### config.mk
export PLATFORM = sky130hd
export DESIGN_NAME = bitwise_logic_unit
export DESIGN_NICKNAME = d
export VERILOG_FILES = /design/src/rtl/bitwise_pkg.sv /design/src/rtl/bitwise_slice.sv /design/src/rtl/bitwise_logic_unit.sv
export SDC_FILE = /design/constraint.sdc
export NUM_CORES = 1
export LEC_CHECK = 0
export CAP_MARGIN = 20
export CORE_MARGIN = 8
export CORE_UTILIZATION = 54
export CTS_CLUSTER_SIZE = 12
export DETAILED_ROUTE_END_ITERATION = 6
export GPL_ROUTABILITY_DRIVEN = 0
export PLACE_DENSITY = 0.81
export SLEW_MARGIN = 40
export SYNTH_ARGS = -nofsm -noshare
export SYNTH_HDL_FRONTEND = slang
export SYNTH_SLANG_ARGS = --single-unit
### constraint.sdc
create_clock -name clock -period 3.65 [get_ports clock]
set_input_delay 1.095 -clock clock [delete_from_list [all_inputs] [get_ports clock]]
set_output_delay 1.095 -clock clock [all_outputs]
set_load 0.03 [all_outputs]
### src/rtl/bitwise_pkg.sv
`default_nettype none
// ============================================================================
//  Module      : bitwise_pkg
//  Description : Shared definitions for the multi-cycle bitwise logic unit:
//                3-bit operation encodings and the sequencer state type.
//  Revision    : 1.0 - initial release
// ============================================================================
package bitwise_pkg;

  // Operation select encodings (ctrl_op)
  localparam logic [2:0] OP_NOT  = 3'b000;  // NOT B (legacy)
  localparam logic [2:0] OP_AND  = 3'b001;  // A & B
  localparam logic [2:0] OP_OR   = 3'b010;  // A | B
  localparam logic [2:0] OP_XOR  = 3'b011;  // A ^ B
  localparam logic [2:0] OP_NAND = 3'b100;  // ~(A & B)
  localparam logic [2:0] OP_NOR  = 3'b101;  // ~(A | B)
  localparam logic [2:0] OP_XNOR = 3'b110;  // ~(A ^ B)
  localparam logic [2:0] OP_ANDN = 3'b111;  // A & ~B

  // Sequencer states
  typedef enum logic [0:0] {
    ST_IDLE = 1'b0,
    ST_BUSY = 1'b1
  } state_t;

endpackage : bitwise_pkg
`default_nettype wire

### src/rtl/bitwise_slice.sv
`default_nettype none
// ============================================================================
//  Module      : bitwise_slice
//  Description : Purely combinational LANE-bit bitwise operator shared by all
//                slices of an operation.
//  Revision    : 1.0 - initial release
// ============================================================================
module bitwise_slice
  import bitwise_pkg::*;
#(
  parameter int LANE = 8
) (
  input  logic [LANE-1:0] a,
  input  logic [LANE-1:0] b,
  input  logic [2:0]      op,
  output logic [LANE-1:0] y
);

  // Select one of the eight bitwise functions for this slice
  always_comb begin
    y = '0;
    case (op)
      OP_NOT:  y = ~b;
      OP_AND:  y = a & b;
      OP_OR:   y = a | b;
      OP_XOR:  y = a ^ b;
      OP_NAND: y = ~(a & b);
      OP_NOR:  y = ~(a | b);
      OP_XNOR: y = ~(a ^ b);
      OP_ANDN: y = a & ~b;
      default: y = '0;
    endcase
  end

endmodule : bitwise_slice
`default_nettype wire

### src/rtl/bitwise_logic_unit.sv
`default_nettype none
// ============================================================================
//  Module      : bitwise_logic_unit
//  Description : Multi-cycle bitwise logic unit. Operands are captured on
//                ctrl_start and processed LANE bits per cycle through one
//                shared bitwise_slice; the full result is published with a
//                one-cycle data_resultRDY pulse.
//                Optional macro BITWISE_LOGIC_ZERO_FLAG_EN adds data_isZero,
//                registered alongside data_result.
//  Revision    : 1.0 - initial release
// ============================================================================
module bitwise_logic_unit
  import bitwise_pkg::*;
#(
  parameter int WIDTH = 32,
  parameter int LANE  = 8
) (
  input  logic             clock,
  input  logic             reset,
  input  logic             ctrl_start,
  input  logic [2:0]       ctrl_op,
  input  logic [WIDTH-1:0] data_operandA,
  input  logic [WIDTH-1:0] data_operandB,
  output logic             busy,
  output logic [WIDTH-1:0] data_result,
  output logic             data_resultRDY
`ifdef BITWISE_LOGIC_ZERO_FLAG_EN
  ,
  output logic             data_isZero
`endif
);

  localparam int NUM_SLICES = WIDTH / LANE;
  localparam int CNT_W      = (NUM_SLICES > 1) ? $clog2(NUM_SLICES) : 1;
  // Bit-offset width: wide enough to address any bit of the operand
  localparam int OFF_W      = (WIDTH > 1) ? $clog2(WIDTH) : 1;

  // Refuse to elaborate with a lane size that does not tile the operand
  if ((LANE < 1) || ((WIDTH % LANE) != 0)) begin : g_lane_check_fail
    $error("bitwise_logic_unit: WIDTH (%0d) must be a multiple of LANE (%0d)", WIDTH, LANE);
  end

  state_t           state_q,  state_d;
  logic [CNT_W-1:0] cnt_q,    cnt_d;
  logic [2:0]       op_q,     op_d;
  logic [WIDTH-1:0] a_q,      a_d;
  logic [WIDTH-1:0] b_q,      b_d;
  logic [WIDTH-1:0] work_q,   work_d;
  logic [WIDTH-1:0] result_q, result_d;
  logic             rdy_q,    rdy_d;
`ifdef BITWISE_LOGIC_ZERO_FLAG_EN
  logic             zero_q,   zero_d;
`endif

  logic [OFF_W-1:0] w_off;
  logic [LANE-1:0]  w_slice_a;
  logic [LANE-1:0]  w_slice_b;
  logic [LANE-1:0]  w_slice_y;
  logic             w_last;

  // Current slice position and operand bits, taken from the captured copies
  // so later input changes cannot disturb an in-flight operation.
  assign w_off     = OFF_W'(cnt_q) * OFF_W'(LANE);
  assign w_slice_a = a_q[w_off +: LANE];
  assign w_slice_b = b_q[w_off +: LANE];
  assign w_last    = (cnt_q == CNT_W'(NUM_SLICES - 1));

  bitwise_slice #(
    .LANE (LANE)
  ) u_slice (
    .a  (w_slice_a),
    .b  (w_slice_b),
    .op (op_q),
    .y  (w_slice_y)
  );

  // Next-state logic: capture in IDLE, one slice per cycle in BUSY
  always_comb begin
    state_d  = state_q;
    cnt_d    = cnt_q;
    op_d     = op_q;
    a_d      = a_q;
    b_d      = b_q;
    work_d   = work_q;
    result_d = result_q;
    rdy_d    = 1'b0;
`ifdef BITWISE_LOGIC_ZERO_FLAG_EN
    zero_d   = zero_q;
`endif
    unique case (state_q)
      ST_IDLE: begin
        if (ctrl_start) begin
          a_d     = data_operandA;
          b_d     = data_operandB;
          op_d    = ctrl_op;
          cnt_d   = '0;
          state_d = ST_BUSY;
        end
      end
      ST_BUSY: begin
        work_d[w_off +: LANE] = w_slice_y;
        cnt_d                 = cnt_q + CNT_W'(1);
        if (w_last) begin
          // Publish the whole word at once; partial slices never leak out
          result_d = work_d;
          rdy_d    = 1'b1;
          cnt_d    = '0;
          state_d  = ST_IDLE;
`ifdef BITWISE_LOGIC_ZERO_FLAG_EN
          zero_d   = (work_d == '0);
`endif
        end
      end
      default: state_d = ST_IDLE;
    endcase
  end

  // State registers with synchronous active-high reset
  always_ff @(posedge clock) begin
    if (reset) begin
      state_q  <= ST_IDLE;
      cnt_q    <= '0;
      op_q     <= '0;
      a_q      <= '0;
      b_q      <= '0;
      work_q   <= '0;
      result_q <= '0;
      rdy_q    <= 1'b0;
`ifdef BITWISE_LOGIC_ZERO_FLAG_EN
      zero_q   <= 1'b0;
`endif
    end else begin
      state_q  <= state_d;
      cnt_q    <= cnt_d;
      op_q     <= op_d;
      a_q      <= a_d;
      b_q      <= b_d;
      work_q   <= work_d;
      result_q <= result_d;
      rdy_q    <= rdy_d;
`ifdef BITWISE_LOGIC_ZERO_FLAG_EN
      zero_q   <= zero_d;
`endif
    end
  end

  assign busy           = (state_q == ST_BUSY);
  assign data_result    = result_q;
  assign data_resultRDY = rdy_q;
`ifdef BITWISE_LOGIC_ZERO_FLAG_EN
  assign data_isZero    = zero_q;
`endif

endmodule : bitwise_logic_unit
`default_nettype wire

# After elaboration in Yosys (flattened, before gate mapping)
# Index checks and enable logic that the tools add are counted.
# Widths: inputs -> output; s select.
dict set report word_totals {
  reg_bits 135
  input_bits 70
  wordCells 45
  out_inout_bits 34
}
dict set report classes {
  n_eq_ne 9
  mux 9
  bitwise_logic 9
  shifts 4
  n_reduce_logical 4
  n_addsub 2
}
# operator count
set op_table {}
lappend op_table {{$pmux 8 s8} 1}
lappend op_table {{$shiftx 32x6->8} 2}
lappend op_table {{$bwmux 32} 1}
lappend op_table {{$not 8->8} 4}
lappend op_table {{$shift 8x7->32 const A} 1}
lappend op_table {{$shiftx 8x7->32} 1}
lappend op_table {{$and 8x8->8} 2}
lappend op_table {{$eq 3x3->1 const B} 4}
lappend op_table {{$or 8x8->8} 1}
lappend op_table {{$xor 8x8->8} 1}
lappend op_table {{$neg 5->7} 1}
lappend op_table {{$eq 3x2->1 const B} 2}
lappend op_table {{$mux 2} 2}
lappend op_table {{$pmux 2 s2} 1}
lappend op_table {{$reduce_and 2->1} 2}
lappend op_table {{$eq 3x1->1 const B} 1}
lappend op_table {{$logic_not 3->1} 1}
lappend op_table {{$mux 1} 3}
lappend op_table {{$add 2x1->2 const B} 1}
lappend op_table {{$eq 2x2->1 const B} 1}
lappend op_table {{$ne 2x2->1 const B} 1}
lappend op_table {{$pmux 1 s2} 1}
lappend op_table {{$reduce_or 2->1} 1}
lappend op_table {{$not 1->1} 1}

# Longest topological paths before layout
# Gate-level depths: netlist (run 1).
dict set report logic_depth {
  word_depth 6
  depth_mapped 11
  mapped_depth_nobuf 9
}

# Modules after synthesis
# From an unflattened synthesis (run 1), not the netlist that was laid out.
dict set report unflattened {
  hier_cells 793
  area_unflattened_um2 6573.8
}
# module area_per_inst_um2 seq_area_each_um2 cells_per_inst n_inst
set by_module_without_submodules {}
lappend by_module_without_submodules {bitwise_logic_unit 5629.1 2702.6 656 1}
lappend by_module_without_submodules {bitwise_slice 944.7 0.0 137 1}

# Least setup slack after synthesis (run 1)
# OpenSTA, ideal clock, no wires.
dict set report synth_path {
  kind {register to register}
  from {register cnt_q[0]}
  to {register result_q[0] (netlist: data_result[0])}
  required_ns 3.517
  setup_slack_ns 0.931
  t_arrival_ns 2.586
  stages_incl_launch_ff 10
  path_buffers 2
  period_less_slack_ns 2.719
  setup_time_ns 0.133
  cell_sequence {dfxtp_1 -> buf_4 -> buf_2 -> mux4_2 -> inv_1 -> ha_1 -> mux2_2 -> o211a_1 -> o31ai_4 -> o21ai_2}
}
dict set report synth_between {
  elab_chain_len 6
  word_cells_on_any_way 17
  cone_classes {add/sub (1); eq/ne (1); shift (4); mux (2); bitwise (8); reduce/logical (1)}
}
# item line_no
set synth_lines {}
lappend synth_lines {{start: declaration} bitwise_logic_unit.sv:44} ;# logic [CNT_W-1:0] cnt_q, cnt_d;
lappend synth_lines {{start signal: assignment} bitwise_logic_unit.sv:134} ;# cnt_q <= cnt_d;
lappend synth_lines {{$shiftx 32x6->8, on equally long branches} {bitwise_logic_unit.sv:65, bitwise_logic_unit.sv:64}}
lappend synth_lines {{$not 8->8 (tied with other cells)} {bitwise_slice.sv:23, bitwise_slice.sv:30}}
lappend synth_lines {{$and 8x8->8 (tied with other cells)} bitwise_slice.sv:30} ;# OP_ANDN: y = a & ~b;
lappend synth_lines {{$pmux 8 s8} bitwise_slice.sv:22} ;# case (op)
lappend synth_lines {{$shiftx 8x7->32} bitwise_logic_unit.sv:101} ;# work_d[w_off +: LANE] = w_slice_y;
lappend synth_lines {{$bwmux 32} bitwise_logic_unit.sv:101}
lappend synth_lines {{end signal: assignment} bitwise_logic_unit.sv:139} ;# result_q <= result_d;
lappend synth_lines {{end: declaration} bitwise_logic_unit.sv:49} ;# logic [WIDTH-1:0] result_q, result_d;
# Parallel ways exist; a longest one is shown, timed or not.
# A chain may end at the register's enable or synchronous reset.

# Worst setup path in the final report (run 1)
dict set report layout_path {
  from {register cnt_q[0]}
  to {register work_q[21]}
}
dict set report layout_between {
  elab_chain_len 6
  word_cells_on_any_way 15
  cone_classes {add/sub (1); shift (4); mux (2); bitwise (8)}
}
# item line_no
set layout_lines {}
lappend layout_lines {{$shiftx 32x6->8, on equally long branches} {bitwise_logic_unit.sv:65, bitwise_logic_unit.sv:64}}
lappend layout_lines {{$not 8->8 (tied with other cells)} {bitwise_slice.sv:23, bitwise_slice.sv:30}}
lappend layout_lines {{$and 8x8->8 (tied with other cells)} bitwise_slice.sv:30}
lappend layout_lines {{$pmux 8 s8} bitwise_slice.sv:22}
lappend layout_lines {{$shiftx 8x7->32} bitwise_logic_unit.sv:101}
lappend layout_lines {{$bwmux 32 (*)} bitwise_logic_unit.sv:101}
lappend layout_lines {{end signal: assignment} bitwise_logic_unit.sv:138} ;# work_q <= work_d;
lappend layout_lines {{end: declaration} bitwise_logic_unit.sv:48} ;# logic [WIDTH-1:0] work_q, work_d;
# Mark *: on every way between the ends. The rest lies on a longest branch, timed or not.

==> results.json, run 1 <==
{
  "place_inst": 920,
  "fin_skew_ns": 0.006941,
  "outcome": "complete, but fails checks",
  "yosys.area.top_type": "dfxtp_1",
  "hold_buffers": 0,
  "clkTransAtPathRegs_ns": 0.06,
  "row_count": 39,
  "cap_violations": 0,
  "critPathKind": "reg -> reg",
  "multi_input_area_mm2": 0.003332,
  "initial_core_util_pct": 55.49,
  "grt_pass1_vias": 5631,
  "grt_pass1_wl_um": 27570,
  "avgViaCountPerCell": 5.784,
  "yosys.area.top_type_share_pct": 42.65,
  "ant_nets": 0,
  "cts_tree": "yes",
  "pin_count": 104,
  "drt_iter0_markers": 497,
  "cts.sinks": 135,
  "hold-worst-slack_ns": 0.4468,
  "cp.arrival_ns": 3.47,
  "die_h_um": 124.3,
  "final_layout_size_suffix_gt1_share_pct": 15.57,
  "period_share_pct": 87.96,
  "max_freq_mhz": 311.5,
  "drt-total-wl_um": 16900,
  "slew_headroom_pct": 43.82,
  "overflow": 0,
  "violations": "DRC",
  "worst_setup_path_start_kind": "register",
  "clk_latency_ns": 0.42,
  "cts_resized": 0,
  "crit_start": "cnt_q[0]",
  "p_leak_nw": 3.111,
  "final_cell_mix": "nand2_1 (183), dfxtp_1 (133), clkdlybuf4s50_1 (102)",
  "hpwlAfterDp_um": 11770,
  "worst_slew_pin_slew_ns": 0.8416,
  "wl_per_cell_um": 17.76,
  "final_cells": 952,
  "syn-instance-count": 703,
  "drc": 1,
  "synthTopCellsByArea": "dfxtp_1 (43%), nand2_1 (11%), a21oi_1 (6.3%), ha_1 (5.9%), o21ai_2 (4.0%)",
  "grt_use_total_pct": 21.25,
  "finalMaxSlewViolations": 0,
  "power_density_mw_per_mm2": 470.3,
  "post_cts_buffers": 0,
  "crit_required_ns": 3.91,
  "ir_drop_mv": 0.2767,
  "cp_max_fo": 12,
  "num-fill-cells": 836,
  "diodes": 0,
  "clock_path_buffers": 2,
  "rsz0062_at_grt": "false",
  "root_buffer": "clkbuf_16",
  "avgSynthCellArea_um2": 9.013,
  "antenna_found_initial": 0,
  "tns_ns": 0,
  "final.min_clock_period_ns": 3.211,
  "yosys_register_bits": 135,
  "htree_levels": 4,
  "hold_viol": 0,
  "total_power_mw": 3.770,
  "final_nets": 896,
  "final_common_cell": "nand2_1",
  "final_core_util_pct": 70.20,
  "holdCritStartpoint": "work_q[5]",
  "endpoint_kind": "register",
  "synth.net_count": 803,
  "numCtsBuffers": 17,
  "vias": 5506,
  "port_buffers": 103,
  "ys_types": 46,
  "area_growth_pct": 26.50,
  "regArea_mm2": 0.002705,
  "setup_viol": 0,
  "grt_max_degree": 68,
  "synthesis.area_mm2": 0.006336,
  "seq_area_frac_synth_pct": 42.65,
  "core_area_mm2": 0.01142,
  "dieArea_mm2": 0.01546,
  "rr_startpoint": "cnt_q[0]",
  "die_w_um": 124.3,
  "r2r_slack_ns": 0.44,
  "min_path_type": "reg -> reg",
  "synth-warning-count": 0,
  "drt_first_pass_iters": 7
}
-- where the power goes --
group	internal [mW]	leakage (nW)	total [mW]	switching, mW
sequential	1.53	1.10	1.57	0.0463
combinational	0.215	1.74	0.498	0.283
clock	1.03	0.275	1.70	0.673
-- logic make-up after synthesis --
| family | count (synthesis) | synth area share (%) |
|---|---|---|
| flops | 135 | 42.65 |
| simple gates | 221 | 15.21 |
| compound gates | 217 | 24.03 |
| buf+inv | 66 | 4.976 |
| mux | 34 | 7.208 |
| fa+ha+maj | 30 | 5.924 |
-- worst max-delay path, stage by stage, from the launching register on --
cell and delay (ns):
dfxtp_1 0.57, buf_4 0.35, mux4_2 0.59, inv_1 0.08, ha_1 0.23, mux2_2 0.28, o211a_1 0.16, o31ai_4 0.59
o21ai_1 0.21
-- registers in the layout, indices dropped and copies added (netlist names) --
register,count
a_q,32
data_result,32
op_q,3
b_q,32
busy,1
work_q,32
cnt_q,2
data_resultRDY,1
-- cells in the mapped netlist, drive strengths merged --
cell     instances
mux2i           13
a221oi           3
dfxtp          135
nand2          186
nor4b            1
o31ai           13
o211a            5
o21a             1
and2b            1
o21ai           68
nand2b           7
a2bb2oi          7
or2              6
and4bb           1
a22oi           32
or3b             1
nor3             4
mux4             8
inv             25
o22ai            1
nand3b           1
nand3            1
nor2b            3
mux2            13
clkbuf          19
nor2             7
or4b             1
a21oi           80
nor4             1
buf             22
o2bb2ai          2
ha              30
o32ai            5
-- area by class of cell --
class,count,share of cell area (%)
Tap cell,143,2.232
Multi-Input combinational cell,502,41.57
Inverter,25,1.202
Clock inverter,14,1.842
Timing Repair Buffer,115,13.92
Sequential cell,135,33.75
Clock buffer,18,5.479
-- metrics by stage --
stage	instance area (µm²)	setup slack (ns)
final	8015	0.4394
after global routing	8015	0.3389
after CTS	8015	0.5159
after detailed placement	7428	0.5616
after global placement	7426	0.6733
after floorplan	6336	0.9313
-- final timing paths --
kind | end | cells past startpoint
worst min-delay path | work_q[5] | 2
worst max-delay path | work_q[21] | 8
worst max register to register | work_q[21] | 8
worst min register to register | work_q[5] | 2
-- per-layer routing --
layer | wire length (µm) | vias up | GRT usage, %
met4 | 468 | 0 | 9.780
met1 | 7230 | 2602 | 25.26
met3 | 1060 | 44 | 5.617
met2 | 8144 | 219 | 35.08
li1 | - | 2641 | -
met5 | 0 | - | 0
Note: power is estimated with default switching activity, not from simulation.
==> run 2: changes to the inputs <==
--- a/config.mk
+++ b/config.mk
@@ -6,7 +6,7 @@
 export NUM_CORES = 1
 export LEC_CHECK = 0
 export CAP_MARGIN = 20
-export CORE_MARGIN = 8
+export CORE_MARGIN = 5
 export CORE_UTILIZATION = 54
 export CTS_CLUSTER_SIZE = 12
 export DETAILED_ROUTE_END_ITERATION = 6
==> run 2 against run 1 <==
Net effect: the run now ends clean; total power increased by 1.3%; clock power increased by 2%; worst setup slack lost 0.044 ns; die area is 9.4% lower; critical path type unchanged; largest cell class unchanged; highest routed layer unchanged.
==> results.json, run 2 (synthesis gave the netlist of run 1 again) <==
{
  "crit_required_ns": 3.93,
  "cap_violations": 0,
  "final_area_mm2": 0.008054,
  "critPathSlowestCell": "dfxtp_1",
  "overflow": 0,
  "rr_startpoint": "cnt_q[0]",
  "drt_first_pass_iters": 4,
  "avgViaCountPerCell": 5.671,
  "grt_max_degree": 49,
  "regArea_mm2": 0.002704,
  "vias": 5393,
  "pwr-share-seq_pct": 41.4,
  "min_path_type": "reg -> reg",
  "cts_resized": 0,
  "reg2reg_to": "work_q[3]",
  "final_layout_size_suffix_gt1_share_pct": 15.10,
  "final_nets": 895,
  "final_common_cell": "nand2_1",
  "use_met1_pct": 28.27,
  "grt_pass1_wl_um": 26970,
  "endpoint": "work_q[3]",
  "worst_slew_pin_slew_ns": 0.8732,
  "clk_latency_ns": 0.42,
  "htree_levels": 4,
  "cp.arrival_ns": 3.53,
  "endpoint_kind": "register",
  "antenna_found_initial": 0,
  "drc": 0,
  "pin_count": 104,
  "ant_nets": 0,
  "clock_power_share_pct": 45.7,
  "p_sw_mw": 0.9632,
  "root_buffer": "clkbuf_16",
  "worst_setup_path_start_kind": "register",
  "p_int_mw": 2.855,
  "port_buffers": 103,
  "p_leak_nw": 3.139,
  "worst_path_largest_cell_delay_ns": 0.70,
  "numCtsBuffers": 17,
  "period_share_pct": 89.17,
  "fin_skew_ns": 0.007794,
  "num-fill-cells": 861,
  "r2r_slack_ns": 0.40,
  "hold_buffers": 0,
  "core_area_mm2": 0.01147,
  "row_count": 39,
  "worstPathCellList": "buf_12 -> mux2_2 -> o21ai_0 -> ha_1 -> mux2i_1 -> a221oi_1 -> o21ai_2 -> o21ai_1",
  "diodes": 0,
  "power_frac_comb_pct": 13.0,
  "total_power_mw": 3.818,
  "grt_use_total_pct": 23.36,
  "placed_cell_area_mm2": 0.007445,
  "post_cts_buffers": 0,
  "ir_drop_mv": 0.4395,
  "dieArea_mm2": 0.01400,
  "grt_util_met3_pct": 7.116,
  "cts_tree": "yes",
  "hold_viol": 0,
  "clkTransAtPathRegs_ns": 0.06,
  "slew_headroom_pct": 41.71,
  "max_freq_mhz": 307.2,
  "r2r_cells": 8,
  "die_w_um": 118.3,
  "multi_input_area_mm2": 0.003332,
  "cp_max_fo": 13,
  "switching_share_pct": 25.23,
  "tns_ns": 0,
  "area_growth_pct": 27.11,
  "grt_pass1_vias": 5526,
  "clock_path_buffers": 2,
  "initial_core_util_pct": 55.25,
  "setup_viol": 0,
  "power_density_mw_per_mm2": 474.1,
  "busiest_layer": "met2",
  "hpwlAfterDp_um": 11430,
  "drt_iter0_markers": 407,
  "final_cell_mix": "nand2_1 (183), dfxtp_1 (134), clkdlybuf4s50_1 (102)",
  "final.min_clock_period_ns": 3.255,
  "critPathKind": "reg -> reg",
  "outcome": "finished clean",
  "rsz0062_at_grt": "false",
  "wl_per_cell_um": 17.15,
  "cts.sinks": 135,
  "crit_start": "cnt_q[0]",
  "finalMaxSlewViolations": 0,
  "drt-total-wl_um": 16310,
  "die_h_um": 118.3,
  "use_met2_pct": 39.77
}
run 2: changes by cell type in the layout (fill, tap and decap cells not counted):
| cell | delta |
|---|---|
| buf_12 | +2 |
| buf_4 | -3 |
| bufinv_16 | +1 |
| clkbuf_1 | +2 |
| clkbuf_8 | +1 |
| clkinv_4 | +4 |
| clkinvlp_4 | -5 |
| dfxtp_1 | +1 |
| dfxtp_2 | -1 |
| inv_6 | -3 |
run 2: per-layer routing:
metal  up-vias  share of wire [%]  wire length, µm
met1      2570                 43             6967
met3        23                5.5              890
met5         -                  0                0
met2       160                 50             8176
li1       2640                  -                -
met4         0                1.7              279
run 2: worst min-delay path by stage:
stage | start | to | slack [ns] | cells after the start
after floorplan | work_q[12] | work_q[12] | 0.43 | 2
final | work_q[26] | work_q[26] | 0.45 | 2
after global placement | work_q[20] | work_q[20] | 0.44 | 2
after detailed placement | work_q[25] | work_q[25] | 0.44 | 2
after CTS | work_q[26] | work_q[26] | 0.45 | 2
after global routing | work_q[26] | work_q[26] | 0.48 | 2
run 2: layout make-up:
class                      instances  area share (%)
multi-input combinational        502           41.37
sequential                       135           33.57
tap                              143           2.222
clock buffer                      21           5.717
inverter                          25           1.196
timing repair buffer             114           14.07
clock inverter                    11           1.849
run 2: metrics by stage:
step | hold slack [ns] | utilization, % | setup slack (ns) | cells
3_5_place_dp | 0.4439 | 64.92 | 0.4618 | 919
2_1_floorplan | 0.4260 | - | 0.9313 | 703
4_1_cts | 0.4533 | 70.23 | 0.4387 | 951
3_3_place_gp | 0.4360 | 64.91 | 0.6060 | 919
5_1_grt | 0.4759 | 70.23 | 0.2206 | 951
6_report | 0.4518 | 70.23 | 0.3953 | 951
run 2: power groups by stage:
stage	Sequential [mW]	Combinational (mW)	Clock [mW]
floorplan	1.58	0.333	0
global placement	1.60	0.469	0
detailed placement	1.61	0.490	0
CTS	1.58	0.494	1.76
global route	1.58	0.538	1.83
finish	1.58	0.496	1.74
run 2: critical path: cells and delay by family, from the launching register on:
family                     cells  cell delay (ns)
AOI/OAI and AO/OA              4             1.26
DFF                            1             0.70
muxes                          2             0.60
adders and majority gates      1             0.31
buffers and inverters          1             0.23
==> run 3: changes to the inputs <==
--- a/config.mk
+++ b/config.mk
@@ -7,11 +7,12 @@
 export LEC_CHECK = 0
 export CAP_MARGIN = 20
 export CORE_MARGIN = 5
-export CORE_UTILIZATION = 54
+export CORE_UTILIZATION = 55
+export CTS_BUF_LIST = sky130_fd_sc_hd__clkbuf_8
 export CTS_CLUSTER_SIZE = 12
 export DETAILED_ROUTE_END_ITERATION = 6
 export GPL_ROUTABILITY_DRIVEN = 0
-export PLACE_DENSITY = 0.81
+export PLACE_DENSITY = 0.82
 export SLEW_MARGIN = 40
 export SYNTH_ARGS = -nofsm -noshare
 export SYNTH_HDL_FRONTEND = slang
==> run 3 against run 2 <==
Net effect: combinational power hardly changed; non-clock buffer count unchanged; flip-flop and latch count stayed put; final area is 2.0% lower; via count is 1.2% higher; worst hold slack hardly changed; critical path type is now reg -> out; register-to-register slack improved by 0.21 ns; clock-buffer cell count fell by 3; utilization shrank 0.79 points; sequential share of layout area is 0.68 points higher; largest power group is now registers; global-route usage decreased by 0.61 points.
==> results.json, run 3 (synthesis gave the netlist of run 1 again) <==
{
  "avgViaCountPerCell": 5.737,
  "worst_setup_path_start_kind": "register",
  "clock_path_buffers": 2,
  "grt_pass1_vias": 5524,
  "power_density_mw_per_mm2": 439.2,
  "cp_top_family": "buffers and inverters",
  "reg2reg_to": "work_q[20]",
  "r2r_slack_ns": 0.61,
  "dieArea_mm2": 0.01377,
  "worstPathCellList": "clkdlybuf4s50_1",
  "root_buffer": "clkbuf_8",
  "port_buffers": 103,
  "period_share_pct": 83.90,
  "ir_drop_mv": 0.2411,
  "post_cts_buffers": 0,
  "rsz0062_at_grt": "false",
  "pin_count": 104,
  "antenna_found_initial": 0,
  "finalMaxSlewViolations": 0,
  "overflow": 0,
  "row_count": 39,
  "worst_path_largest_cell_delay_ns": 0.80,
  "setup_viol": 0,
  "grt_pass1_wl_um": 26210,
  "cts_tree": "yes",
  "final.min_clock_period_ns": 3.062,
  "worst_slew_pin_slew_ns": 0.8241,
  "total_power_mw": 3.468,
  "cts.sinks": 135,
  "final_layout_size_suffix_gt1_share_pct": 15.10,
  "drt_iter0_markers": 435,
  "crit_required_ns": 2.55,
  "vias": 5456,
  "final_cell_mix": "nand2_1 (183), dfxtp_1 (134), clkdlybuf4s50_1 (102)",
  "final_nets": 895,
  "htree_levels": 4,
  "clk_latency_ns": 0.44,
  "wl_per_cell_um": 16.45,
  "endpoint": "busy",
  "tns_ns": 0,
  "drt_first_pass_iters": 7,
  "area_growth_pct": 24.61,
  "initial_core_util_pct": 55.73,
  "r2r_cells": 9,
  "hpwlAfterDp_um": 11210,
  "drc": 0,
  "ant_nets": 0,
  "fin_skew_ns": 0.01416,
  "grt_use_total_pct": 22.75,
  "critPathSlowestCell": "clkdlybuf4s50_1",
  "cp.arrival_ns": 1.97,
  "hold_buffers": 0,
  "cap_violations": 0,
  "endpoint_kind": "output pin",
  "cts_resized": 0,
  "path_depth": 1,
  "crit_start": "busy",
  "outcome": "finished clean",
  "cp_max_fo": 15,
  "max_freq_mhz": 326.6,
  "die_h_um": 117.3,
  "diodes": 0,
  "p_leak_nw": 3.064,
  "grt_max_degree": 68,
  "clkTransAtPathRegs_ns": 0.07,
  "die_w_um": 117.3,
  "rr_startpoint": "cnt_q[0]",
  "min_path_type": "reg -> reg",
  "hold_viol": 0,
  "core_area_mm2": 0.01137,
  "numCtsBuffers": 17,
  "slew_headroom_pct": 44.98,
  "drt-total-wl_um": 15650,
  "final_common_cell": "nand2_1",
  "critPathKind": "reg -> out",
  "path_buf_inv": 1
}
-- run 3: cell types whose count changed in the layout (fill, tap and decap cells not counted) --
cell	delta
clkinv_4	-3
a21oi_4	+1
buf_12	-1
inv_1	+2
clkinvlp_4	+3
a21oi_2	-1
clkbuf_8	+16
clkinv_2	-1
buf_4	+1
clkbuf_16	-17
clkbuf_1	-2
bufinv_16	+2
-- run 3: worst min path at each step --
stage,start,cells past startpoint,end,slack [ns]
2_1_floorplan,work_q[12],2,work_q[12],0.43
6_report,work_q[14],2,work_q[14],0.45
3_5_place_dp,work_q[15],2,work_q[15],0.44
5_1_grt,work_q[13],2,work_q[13],0.47
4_1_cts,work_q[10],2,work_q[10],0.45
3_3_place_gp,work_q[13],2,work_q[13],0.44
-- run 3: metrics by stage --
step	setup WS, ns	hold slack (ns)	std cells	utilization [%]	area [µm²]
after floorplan	0.9313	0.4260	703	-	6336
after global placement	0.8194	0.4350	919	65.36	7431
after detailed placement	0.6878	0.4419	919	65.37	7432
after CTS	0.6182	0.4536	951	69.37	7888
after global routing	0.4829	0.4707	951	69.44	7895
final	0.5877	0.4516	951	69.44	7895
-- run 3: layer usage --
metal	vias up	wire (µm)	track usage [%]
met5	-	0	0
met3	32	1037	5.342
li1	2639	-	-
met2	196	7710	37.73
met1	2589	6496	28.36
met4	0	404	9.427
-- run 3: area by class of cell --
type,instances,area [µm²]
clock inverter,14,207.7
fill,893,3475
sequential,135,2704
clock buffer,18,247.7
tap,143,178.9
timing repair buffer,114,1121
multi-input combinational,502,3339
inverter,25,96.34
-- run 3: where the power goes --
| part | leakage (nW) | internal (mW) | switching [mW] |
|---|---|---|---|
| combinational | 1.74 | 0.217 | 0.276 |
| clock | 0.227 | 0.825 | 0.577 |
| sequential | 1.10 | 1.53 | 0.0469 |
| total | 3.06 | 2.57 | 0.900 |
